`src/rtl/shifter_universal.sv`:
```
// Universal shift register: logical / rotate / arithmetic shifts, either single-step
// or as a counted burst with a busy/done handshake.
module shifter_universal #(
  parameter int unsigned WIDTH = 8,
  parameter int unsigned CNT_W = 4
) (
  input  logic             clock,
  input  logic             reset,
  input  logic             enable,
  input  logic             pload,
  input  logic [WIDTH-1:0] pdatain,
  input  logic             leftright,
  input  logic [1:0]       mode,
  input  logic             serialin,
  input  logic             start,
  input  logic [CNT_W-1:0] count,
  output logic [WIDTH-1:0] pdataout,
  output logic             serialout,
  output logic             busy,
  output logic             done
);

  localparam int unsigned W = WIDTH;

  localparam logic [1:0] MODE_LOG  = 2'b00;
  localparam logic [1:0] MODE_ROT  = 2'b01;
  localparam logic [1:0] MODE_ARI  = 2'b10;
  localparam logic [1:0] MODE_HOLD = 2'b11;

  typedef enum logic {
    ST_IDLE  = 1'b0,
    ST_BURST = 1'b1
  } state_e;

  state_e             state_q, state_d;
  logic [W-1:0]       data_q, data_d;
  logic               sout_q, sout_d;
  logic               done_q, done_d;
  logic [CNT_W-1:0]   cnt_q, cnt_d;
  logic               dir_q, dir_d;
  logic [1:0]         mode_q, mode_d;

  logic               busy_c;
  logic               step_dir;
  logic [1:0]         step_mode;
  logic               out_bit;
  logic               fill;
  logic [W-1:0]       shifted;
  logic               real_shift;
  logic               do_step;

  assign busy_c = (state_q == ST_BURST);

  // State register and datapath flops
  always_ff @(posedge clock) begin
    if (!reset) begin
      state_q <= ST_IDLE;
      data_q  <= '0;
      sout_q  <= 1'b0;
      done_q  <= 1'b0;
      cnt_q   <= '0;
      dir_q   <= 1'b0;
      mode_q  <= MODE_LOG;
    end else begin
      state_q <= state_d;
      data_q  <= data_d;
      sout_q  <= sout_d;
      done_q  <= done_d;
      cnt_q   <= cnt_d;
      dir_q   <= dir_d;
      mode_q  <= mode_d;
    end
  end

  // Next-state: a burst runs until the last counted step or a parallel-load abort
  always_comb begin
    state_d = state_q;
    if (pload) begin
      state_d = ST_IDLE;
    end else if (state_q == ST_BURST) begin
      if (cnt_q == CNT_W'(1)) state_d = ST_IDLE;
    end else if (start && (count != '0)) begin
      state_d = ST_BURST;
    end
  end

  // One shift step; a burst uses the latched direction/mode, otherwise the live inputs
  always_comb begin
    step_dir   = busy_c ? dir_q  : leftright;
    step_mode  = busy_c ? mode_q : mode;
    out_bit    = step_dir ? data_q[W-1] : data_q[0];
    fill       = 1'b0;
    case (step_mode)
      MODE_LOG: fill = serialin;
      MODE_ROT: fill = out_bit;
      MODE_ARI: fill = step_dir ? 1'b0 : data_q[W-1];
      default:  fill = 1'b0;
    endcase
    shifted    = step_dir ? {data_q[W-2:0], fill} : {fill, data_q[W-1:1]};
    real_shift = (step_mode != MODE_HOLD);
  end

  // Outputs and datapath next values in priority order
  always_comb begin
    data_d  = data_q;
    sout_d  = sout_q;
    done_d  = 1'b0;
    cnt_d   = cnt_q;
    dir_d   = dir_q;
    mode_d  = mode_q;
    do_step = 1'b0;
    if (pload) begin
      data_d = pdatain;
      cnt_d  = '0;
    end else if (busy_c) begin
      do_step = 1'b1;
      cnt_d   = cnt_q - CNT_W'(1);
      if (cnt_q == CNT_W'(1)) done_d = 1'b1;
    end else if (start) begin
      if (count != '0) begin
        dir_d  = leftright;
        mode_d = mode;
        cnt_d  = count;
      end else begin
        done_d = 1'b1;
      end
    end else if (enable) begin
      do_step = 1'b1;
    end
    // Hold mode consumes a burst step without touching the register
    if (do_step && real_shift) begin
      data_d = shifted;
      sout_d = out_bit;
    end
  end

  assign pdataout  = data_q;
  assign serialout = sout_q;
  assign busy      = busy_c;
  assign done      = done_q;

endmodule

```
`config.mk`:
```
export PLATFORM = sky130hd
export DESIGN_NAME = shifter_universal
export DESIGN_NICKNAME = d
export VERILOG_FILES = /design/src/rtl/shifter_universal.sv
export SDC_FILE = /design/constraint.sdc
export NUM_CORES = 1
export LEC_CHECK = 0
export BUFFER_PORTS_ARGS = -buffer_cell sky130_fd_sc_hd__buf_2
export CAP_MARGIN = 20
export CORE_MARGIN = 2
export CORE_UTILIZATION = 54
export DETAILED_ROUTE_END_ITERATION = 8
export PLACE_DENSITY = 0.84
export SKIP_LAST_GASP = 1
export SLEW_MARGIN = 20
export SYNTH_ARGS = -nofsm -noshare
export SYNTH_HDL_FRONTEND = slang
export SYNTH_SLANG_ARGS = --single-unit
```
`constraint.sdc`:
```
create_clock -name clock -period 3.5 [get_ports clock]
set_clock_uncertainty 0.15 [all_clocks]
set_input_delay 0.7 -clock clock [delete_from_list [all_inputs] [get_ports clock]]
set_output_delay 0.7 -clock clock [all_outputs]
set_load 0.05 [all_outputs]
```
## Word-level counts from Yosys, hierarchy flattened

Index checks and enable logic that the tools add are counted.

| storage, ports and cells | value |
|---|---|
| register bits | 18 |
| latch bits | 0 |
| memory bits (writable) | 0 |
| memory bits (read-only) | 0 |
| input port bits | 21 |
| output and inout port bits | 11 |
| logic and storage cells | 47 |
| memories | 0 |

| cells by class | value |
|---|---|
| $add $sub $neg | 1 |
| multipliers | 0 |
| div/mod/pow operators | 0 |
| order comparisons | 0 |
| eq/ne operators | 4 |
| shift operators | 0 |
| multiplexer cells | 22 |
| bitwise gates (word level) | 3 |
| reductions and logical operators | 10 |

Operators with widths:

| operator | count |
|---|---|
| $mux W8 | 3 |
| $mux W1 | 14 |
| $mux W4 | 3 |
| $reduce_bool A2 Y1 | 3 |
| $eq A4 B1 Y1 const B | 1 |
| $reduce_and A4 Y1 | 1 |
| $reduce_bool A4 Y1 | 1 |
| $sub A4 B1 Y4 const B | 1 |
| $not A1 Y1 | 3 |
| $pmux W1 S3 | 1 |
| $eq A2 B1 Y1 const B | 1 |
| $eq A2 B2 Y1 const B | 1 |
| $logic_and A1 B1 Y1 | 2 |
| $logic_not A2 Y1 | 1 |
| $mux W2 | 1 |
| $ne A2 B2 Y1 const B | 1 |
| $reduce_and A2 Y1 | 1 |
| $reduce_or A2 Y1 | 1 |

## Logic depth before layout (Yosys ltp)

Gate-level depths: netlist of the first run.

| logic depth | value |
|---|---|
| word-level depth | 6 |
| mapped depth | 6 |

## Worst setup path after synthesis of the first run

OpenSTA, ideal clock, no wires.

| timing path | value |
|---|---|
| path kind | flip-flop to flip-flop |
| start point | register state_q (netlist: busy) |
| end point | register data_q[1] (netlist: pdataout[1]) |
| setup time | 128 ps |
| arrival time | 1,721 ps |
| slack | 1,501 ps |
| cell stages (with the launch flop) | 6 |
| buffers on the path | 1 |
| period minus slack after synthesis | 1,999 ps |
| cell sequence | dfxtp_1 buf_6 mux2i_4 mux2_2 mux2i_1 o21ai_1 |

| between the ends | value |
|---|---|
| word-level cells in the longest chain between the ends | 4 |
| elaborated cells between the ends (all ways) | 9 |

Ends and longest elaborated chain:

| element | line | text |
|---|---|---|
| start: declaration | 35 | `state_e state_q, state_d;` |
| start signal: assignment | 65 | `state_q <= state_d;` |
| $mux W2 / $mux W1 (equally long branches) | 90, 115 |  |
| $ne A2 B2 Y1 / $mux W1 (equally long branches) | 100, 112 |  |
| $logic_and A1 B1 Y1 | 131 | `if (do_step && real_shift) begin` |
| $mux W8 / $reduce_bool A2 Y1 (equally long branches) | - |  |
| end signal: assignment | 66 | `data_q <= data_d;` |
| end: declaration | 36 | `logic [W-1:0] data_q, data_d;` |

Parallel ways exist; a longest one is shown, timed or not.
A chain may end at the register's enable or synchronous reset.

## Worst setup path in the final report of the first run

| timing path | value |
|---|---|
| start point | register state_q (netlist: busy) |
| end point | output port busy |

RTL lines:

| element | line | text |
|---|---|---|
| end: declaration | 19 | `output logic busy,` |

No word-level cell between the ends.

==> results.md, run 1 <==
Status:
- The flow ran to the end, and the final reports show no timing, DRC or antenna violations.

Place:
- The wire-length estimate of the detail-placed layout is 1.85 mm.
- Summing all placed instances gives a cell area of 1180 µm².
- The placement-stage worst setup slack is 1.25 ns.
- Once placement completed, the tool counted placed cells totaling 161.
- The congestion estimate from routability-driven global placement came to 0.929.
- The total of buffers placed on input and output ports is 31.

Power and ir drop:
- The portion of total power attributed to sequential cells is 0.508.
- Across the VDD grid, the largest voltage drop is 0.245 mV.
- For this design the total switching power over the nets is 0.151 mW.
- The final total power is 0.457 mW.
- The share of total power in combinational logic is 0.274.
- The power density of the placed cells is 379 nW/µm².
- The leakage component of the power is 0.525 nW.
- The internal power is 0.306 mW.
- The share of total power consumed by net switching is 0.330.
- The clock network fraction of total power is 0.218.

Floorplan:
- The height of the die is 48.2 µm.
- The die covers 2320 µm².
- The effective utilization at floorplan is 0.592.
- The initialized floorplan defines 15 standard-cell rows.
- During I/O placement, the number of pins put on the boundary was 32.
- The die is 48.2 µm wide.
- The floorplan step defined a core boundary enclosing 1780 µm².

Setup path:
- The kind of cell adding the most delay to the critical path is flip-flops.
- Traced cell by cell, the critical path runs through buf_2.
- The startpoint of the worst setup timing path is busy.
- In this run the critical register-to-register path is launched from busy.
- The worst setup path is launched from a flip-flop.
- The largest fanout on the critical path is 16.
- The endpoint kind of the worst setup timing path is a primary output.
- On the worst path, the slowest cell contributes a delay of 0.74 ns.
- The largest individual stage delay along the critical path comes from the cell dfxtp_1.
- For the worst setup path, the data required time is 2.65 ns.
- At the worst endpoint, the arrival time is 1.41 ns.
- The number of buffers and inverters on the critical path is 1.
- The path type of the worst setup path is flip-flop to primary output.

Clocking:
- TritonCTS built the clock tree.
- The buffer count from post-CTS setup fixing is 0.
- The cell sitting at the root of the clock tree is a clkbuf_4.
- The number of H-tree levels is 1.
- The hold buffer count at cts is 0.
- The longest clock path from root to sink contains 2 buffers.
- Clock-pin slew was measured on the worst setup and hold paths at 0.10 ns.
- CTS saw 18 sinks.
- The clock buffer count from CTS is 3.
- For the worst-skew pair, the clock arrives at the later sink with an insertion delay of 0.28 ns.
- The post-cts gate resize count is 0.

Global route:
- The global routing usage summed across all routing layers is 0.245.
- The number of antenna violations at the first check in global routing is 0.
- The first global-routing pass estimated 3.97 mm of wire.
- The number of global-route vias before repair is 971.
- The total overflow left after global routing is 0.
- The largest net degree at the start of global routing is 17.

Final layout:
- After routing the design area is 1210 µm².
- The library cell used most frequently in the layout, excluding fill and tap cells, is buf_2.
- Across the whole layout, storage elements account for 360 µm².
- In the final layout, the share of cells above drive strength 1 is 0.309.
- The number of non-filler instances in the completed layout is 164.
- The post-synthesis to final-layout area growth is 14.4%.
- The count of antenna diodes in the layout is 0.
- The total number of nets in the final design is 164.
- In the layout the commonest cells are buf_2 (31), dfxtp_1 (18), mux2i_1 (13).
- The area of the multi-input gates is 614 µm².
- The count of fill cells added during filler insertion is 157.

Route:
- The number of vias after detailed routing is 949.
- In this run, the number of DRC markers left after iteration 0 of detailed routing was 22.
- After detailed routing, the number of vias per cell comes to 5.79.
- The total DRC errors in the routed layout is 0.
- The total wire length after detailed routing is 2.46 mm.
- The final routed wire length divided by cell count is 15.0 µm.
- The detail route stage leaves a number of antenna-violating nets equal to 0.
- Before antenna repair, the detailed router went through 4 iterations.

Timing:
- Setup violations remaining at the end of the flow were counted as 0.
- Setup total negative slack on the finished layout was measured at 0 ns.
- The top achievable clock speed is 0.443 GHz.
- The count of endpoints failing hold in the final timing report is 0.
- The minimum clock period after layout is 2.26 ns.
- Measured against its own limit, the worst slew margin works out to 0.572.
- Dividing the final minimum period by the clock period gives 0.645.
- Setup slack closes at 1.24 ns.
- The slew at the pin with the worst max-slew slack is 0.640 ns.
- Setup repair after global routing left no endpoint under its margin.
- The number of max-slew violations in the final report came to 0.

Synth:
- Counting flops and latches in the post-synthesis netlist gives 18.
- The gate count after technology mapping is 112.
- Yosys mapped the design onto 33 distinct sky130hd cell types.
- When the netlist entered floorplanning its net count stood at 135.
- Dividing the synthesized area by the synthesized cell count gives 9.42 µm².
- The fraction of the yosys area taken by sequential cells is 0.342.
- The netlist area before placement is 1050 µm².
- For this run, the number of Yosys warnings is 0.

Worst hold path:
- The path class of the lowest-slack min-delay path is flip-flop to flip-flop.
- The launch point of the worst hold path is serialout.

Flow run:
- The tool flagged a number of max-cap violations equal to 0.
-- power by group through the flow --
stage               clock network (mW)  logic [mW]  registers, mW
CTS                              0.102       0.125          0.232
global route                     0.108       0.136          0.234
finish                          0.0996       0.125          0.232
detailed placement                   0       0.125          0.237
global placement                     0       0.121          0.236
floorplan                            0      0.0702          0.260
-- per-stage QoR --
step           hold WS [ns]   util
2_1_floorplan         0.331      -
3_3_place_gp          0.355  0.664
3_5_place_dp          0.370  0.664
4_1_cts               0.381  0.676
5_1_grt               0.429  0.676
6_report              0.374  0.676
-- per-layer routing --
layer	part of all wire	global-route usage	vias to the layer above
li1	-	-	470
met1	0.43	0.281	452
met2	0.52	0.442	21
met3	0.031	0.0222	6
met4	0.020	0.130	0
met5	0	0	-
-- sequential cells by signal, summed over array words and instances (netlist names) --
name / flops
serialout: 1
dir_q: 1
cnt_q: 4
done: 1
mode_q: 2
busy: 1
pdataout: 8
-- kinds of logic after synthesis --
| group | share of synthesized area |
|---|---|
| compound gates | 0.202 |
| xor+xnor | 0.0166 |
| fa+ha+maj | 0.0237 |
| buf+inv | 0.0759 |
| flops | 0.342 |
| mux | 0.219 |
| simple gates | 0.121 |
-- synthesized netlist by cell type --
library cell   n  area [µm²]
nor4_1         1        6.26
o21ai_1        6        30.0
inv_1          6        22.5
o41ai_2        1        16.3
dfxtp_1       18         360
mux2i_4        1        22.5
nand3_1        7        35.0
a211oi_1       6        45.0
and3_1         1        6.26
mux2_2         7        78.8
xnor2_1        2        17.5
o2111a_1       1        11.3
a221oi_1       2        17.5
nor2_1         5        18.8
a31o_1         1        8.76
buf_2          1        5.00
buf_6          4        45.0
o22ai_1        1        6.26
nor2b_1        1        6.26
a21oi_1        3        15.0
nor3b_1        1        7.51
clkbuf_1       2        7.51
mux2i_1       13         130
or3_1          3        18.8
ha_1           2        25.0
o211ai_1       1        7.51
a311oi_1       1        8.76
a31oi_1        3        18.8
o21ai_0        2        10.0
o211a_1        1        10.0
nor3_1         2        10.0
a21boi_1       1        7.51
nand2_1        5        18.8
-- final timing paths --
check | to | slack, ns | depth (start not counted)
hold reg to reg | serialout | 0.37 | 2
setup reg to reg | pdataout[0] | 1.37 | 4
hold / removal | serialout | 0.37 | 2
setup / recovery | busy | 1.24 | 1
-- final cells by class --
cell class	instances	share of cell area
Timing Repair Buffer	31	0.129
Sequential cell	18	0.299
Inverter	6	0.0187
Tap cell	25	0.0259
Multi-Input combinational cell	81	0.509
Clock buffer	3	0.0187
No activity file was read; power rests on OpenSTA's default activity.
==> run 2, diff against run 1 <==
--- a/config.mk
+++ b/config.mk
@@ -8,9 +8,9 @@
 export BUFFER_PORTS_ARGS = -buffer_cell sky130_fd_sc_hd__buf_2
 export CAP_MARGIN = 20
 export CORE_MARGIN = 2
-export CORE_UTILIZATION = 54
+export CORE_UTILIZATION = 50
 export DETAILED_ROUTE_END_ITERATION = 8
-export PLACE_DENSITY = 0.84
+export PLACE_DENSITY = 0.79
 export SKIP_LAST_GASP = 1
 export SLEW_MARGIN = 20
 export SYNTH_ARGS = -nofsm -noshare
==> constraint.sdc (replaced) <==
create_clock -name clock -period 2.3 [get_ports clock]
set_clock_uncertainty 0.15 [all_clocks]
set_input_delay 0.46 -clock clock [delete_from_list [all_inputs] [get_ports clock]]
set_output_delay 0.46 -clock clock [all_outputs]
set_load 0.05 [all_outputs]
==> results.md, run 2 (synthesis results as in run 1) <==
Status:
- The flow ran to the end, and the final reports show no timing, DRC or antenna violations.

Clocking:
- The buffer count from post-CTS setup fixing is 0.
- TritonCTS created 3 clock buffers.
- The maximum count of clock buffers along a single path is 2.
- The number of H-tree levels is 1.
- For the worst-skew pair, the clock arrives at the later sink with an insertion delay of 0.29 ns.
- The tree built by TritonCTS fans out to 18 sinks.
- The hold buffer count at cts is 0.
- The clock transition at the registers of the reported paths is 0.11 ns.
- The CTS tree is done.
- The post-cts gate resize count is 0.
- The tree is rooted in a clkbuf_4.

Floorplan:
- 32 I/O pins were placed.
- Measured along the y axis, the die boundary spans 49.9 µm.
- The die width is 49.9 µm.
- The area enclosed by the die boundary is 2490 µm².
- The initial utilization of the core area, before any placement, comes to 0.532.
- The initialized floorplan defines 16 standard-cell rows.
- The core footprint is 1980 µm².

Setup path:
- Data on the critical path arrives at its endpoint at 2.10 ns.
- The startpoint of the worst setup timing path is busy.
- For the worst setup path, the data required time is 2.32 ns.
- The delay of the slowest cell on the worst path is 0.70 ns.
- The beginning of the worst register-to-register path is busy.
- STA classifies the critical path endpoint as a flip-flop.
- The signal on the critical path passes through mux2i_4 -> mux2_2 -> mux2i_1 -> o21ai_1.
- The path type of the worst setup path is flip-flop to flip-flop.
- Among all stages on the critical path, the largest delay is contributed by dfxtp_1.
- The total buffers and inverters traversed by the critical path is 0.
- The kind of cell adding the most delay to the critical path is multiplexers.
- In this run the worst path has a maximum fanout of 16.
- The kind of launch point of the worst setup path is a flip-flop.

Route:
- After the first detailed-routing iteration, the DRC count stood at 38.
- The total DRC errors in the routed layout is 0.
- Summed over all layers, the routed wires come to 2.30 mm.
- For this block, the via count after detailed routing is 947.
- The first detailed-routing pass took 4 iterations.
- The number of nets still failing antenna checks after routing is 0.
- In the final routed layout, each cell accounts on average for 13.7 µm.
- Using the TritonRoute via totals, the vias-per-cell ratio works out to 5.67.

Final layout:
- The register with the most flip-flops in the layout has 8 of them.
- The post-synthesis to final-layout area growth is 15.9%.
- The library cell used most frequently in the layout, excluding fill and tap cells, is buf_2.
- In the layout the commonest cells are buf_2 (31), dfxtp_1 (18), mux2i_1 (13).
- Leaving out filler cells and counting taps, the final layout contains 167.
- The share of final-layout standard cells stronger than drive strength 1 is 0.314.
- At the end of the flow, the number of nets in the layout was 164.
- The number of antenna diodes in the final layout is 0.

Timing:
- Static timing analysis puts the maximum clock frequency at 0.481 GHz.
- The worst max-slew margin expressed relative to the limit is 0.581.
- The post-route fraction of the period consumed by the critical path is 0.904.
- The routed design could run at a clock period as short as 2.08 ns.
- Summed over all failing endpoints, the final setup total negative slack is 0 ns.
- After layout, the worst setup slack is 0.222 ns.
- The slew at the pin with the worst max-slew slack is 0.621 ns.
- The number of max-slew violations in the final report was 0.
- Setup repair after global routing left no endpoint under its margin.
- The count of endpoints failing hold in the final timing report is 0.
- The count of final setup violators is 0.

Power and ir drop:
- The worst vdd rail ir drop is 0.385 mV.
- In this run the static leakage power is 0.532 nW.
- In this run the power density over the cells is 601 nW/µm².

Global route:
- The global routing usage summed across all routing layers is 0.212.
- The final global-route overflow total is 0.
- The number of antenna violations at the first check in global routing is 0.
- The largest net degree at the start of global routing is 17.
- The wire length of the first global-routing pass is 4.05 mm.
- The number of global-route vias before repair is 884.

Flow run:
- Max-cap violations in this run came to 0.

Place:
- In this run, placement finished with an instance count of 163.
- At the placement stage, the worst setup path has a slack of 0.215 ns.
- The total of buffers placed on input and output ports is 31.
- At the end of routability-driven placement, the weighted congestion stood at 0.815.
- The HPWL reported at the end of detailed placement is 1.73 mm.

Worst hold path:
- In this run the worst hold path is classified as primary input to flip-flop.
- The launch point of the worst hold path is pdatain[1].
[run 2: final timing paths]
| kind | to | slack [ns] | depth (start not counted) |
|---|---|---|---|
| max | pdataout[6] | 0.22 | 4 |
| min | pdataout[1] | 0.24 | 3 |
| min reg2reg | serialout | 0.40 | 2 |
| max reg2reg | pdataout[6] | 0.22 | 4 |
[run 2: final cells by class]
cell class	count	area (µm²)
fillers	166	759
multi-input cells	81	614
flip-flops and latches	18	360
inverters	6	22.5
repair buffers	31	155
well taps	27	33.8
clock buffers	4	36.3
[run 2: stage by stage]
| stage | total power, mW | hold slack (ns) | util | area, µm² |
|---|---|---|---|---|
| 6_report | 0.735 | 0.244 | 0.617 | 1220 |
| 4_1_cts | 0.744 | 0.236 | 0.617 | 1220 |
| 2_1_floorplan | 0.503 | 0.331 | - | 1050 |
| 3_3_place_gp | 0.543 | 0.354 | 0.598 | 1190 |
| 3_5_place_dp | 0.548 | 0.385 | 0.598 | 1190 |
| 5_1_grt | 0.779 | 0.251 | 0.617 | 1220 |
[run 2: worst register-to-register path, cell delays in order (launching register included)]
cell     delay (ns)
dfxtp_1        0.70
mux2i_4        0.49
mux2_2         0.38
mux2i_1        0.15
o21ai_1        0.07
[run 2: metal layers]
| layer | track usage | routed length [µm] |
|---|---|---|
| met1 | 0.292 | 1060 |
| met2 | 0.324 | 1060 |
| met3 | 0.0485 | 166 |
| met4 | 0.0694 | 13 |
| met5 | 0 | 0 |
[run 2: power breakdown]
part / switching [mW] / internal (mW) / total, mW
registers: 0.0221 / 0.330 / 0.352
logic: 0.113 / 0.0750 / 0.188
clock network: 0.0980 / 0.0963 / 0.194
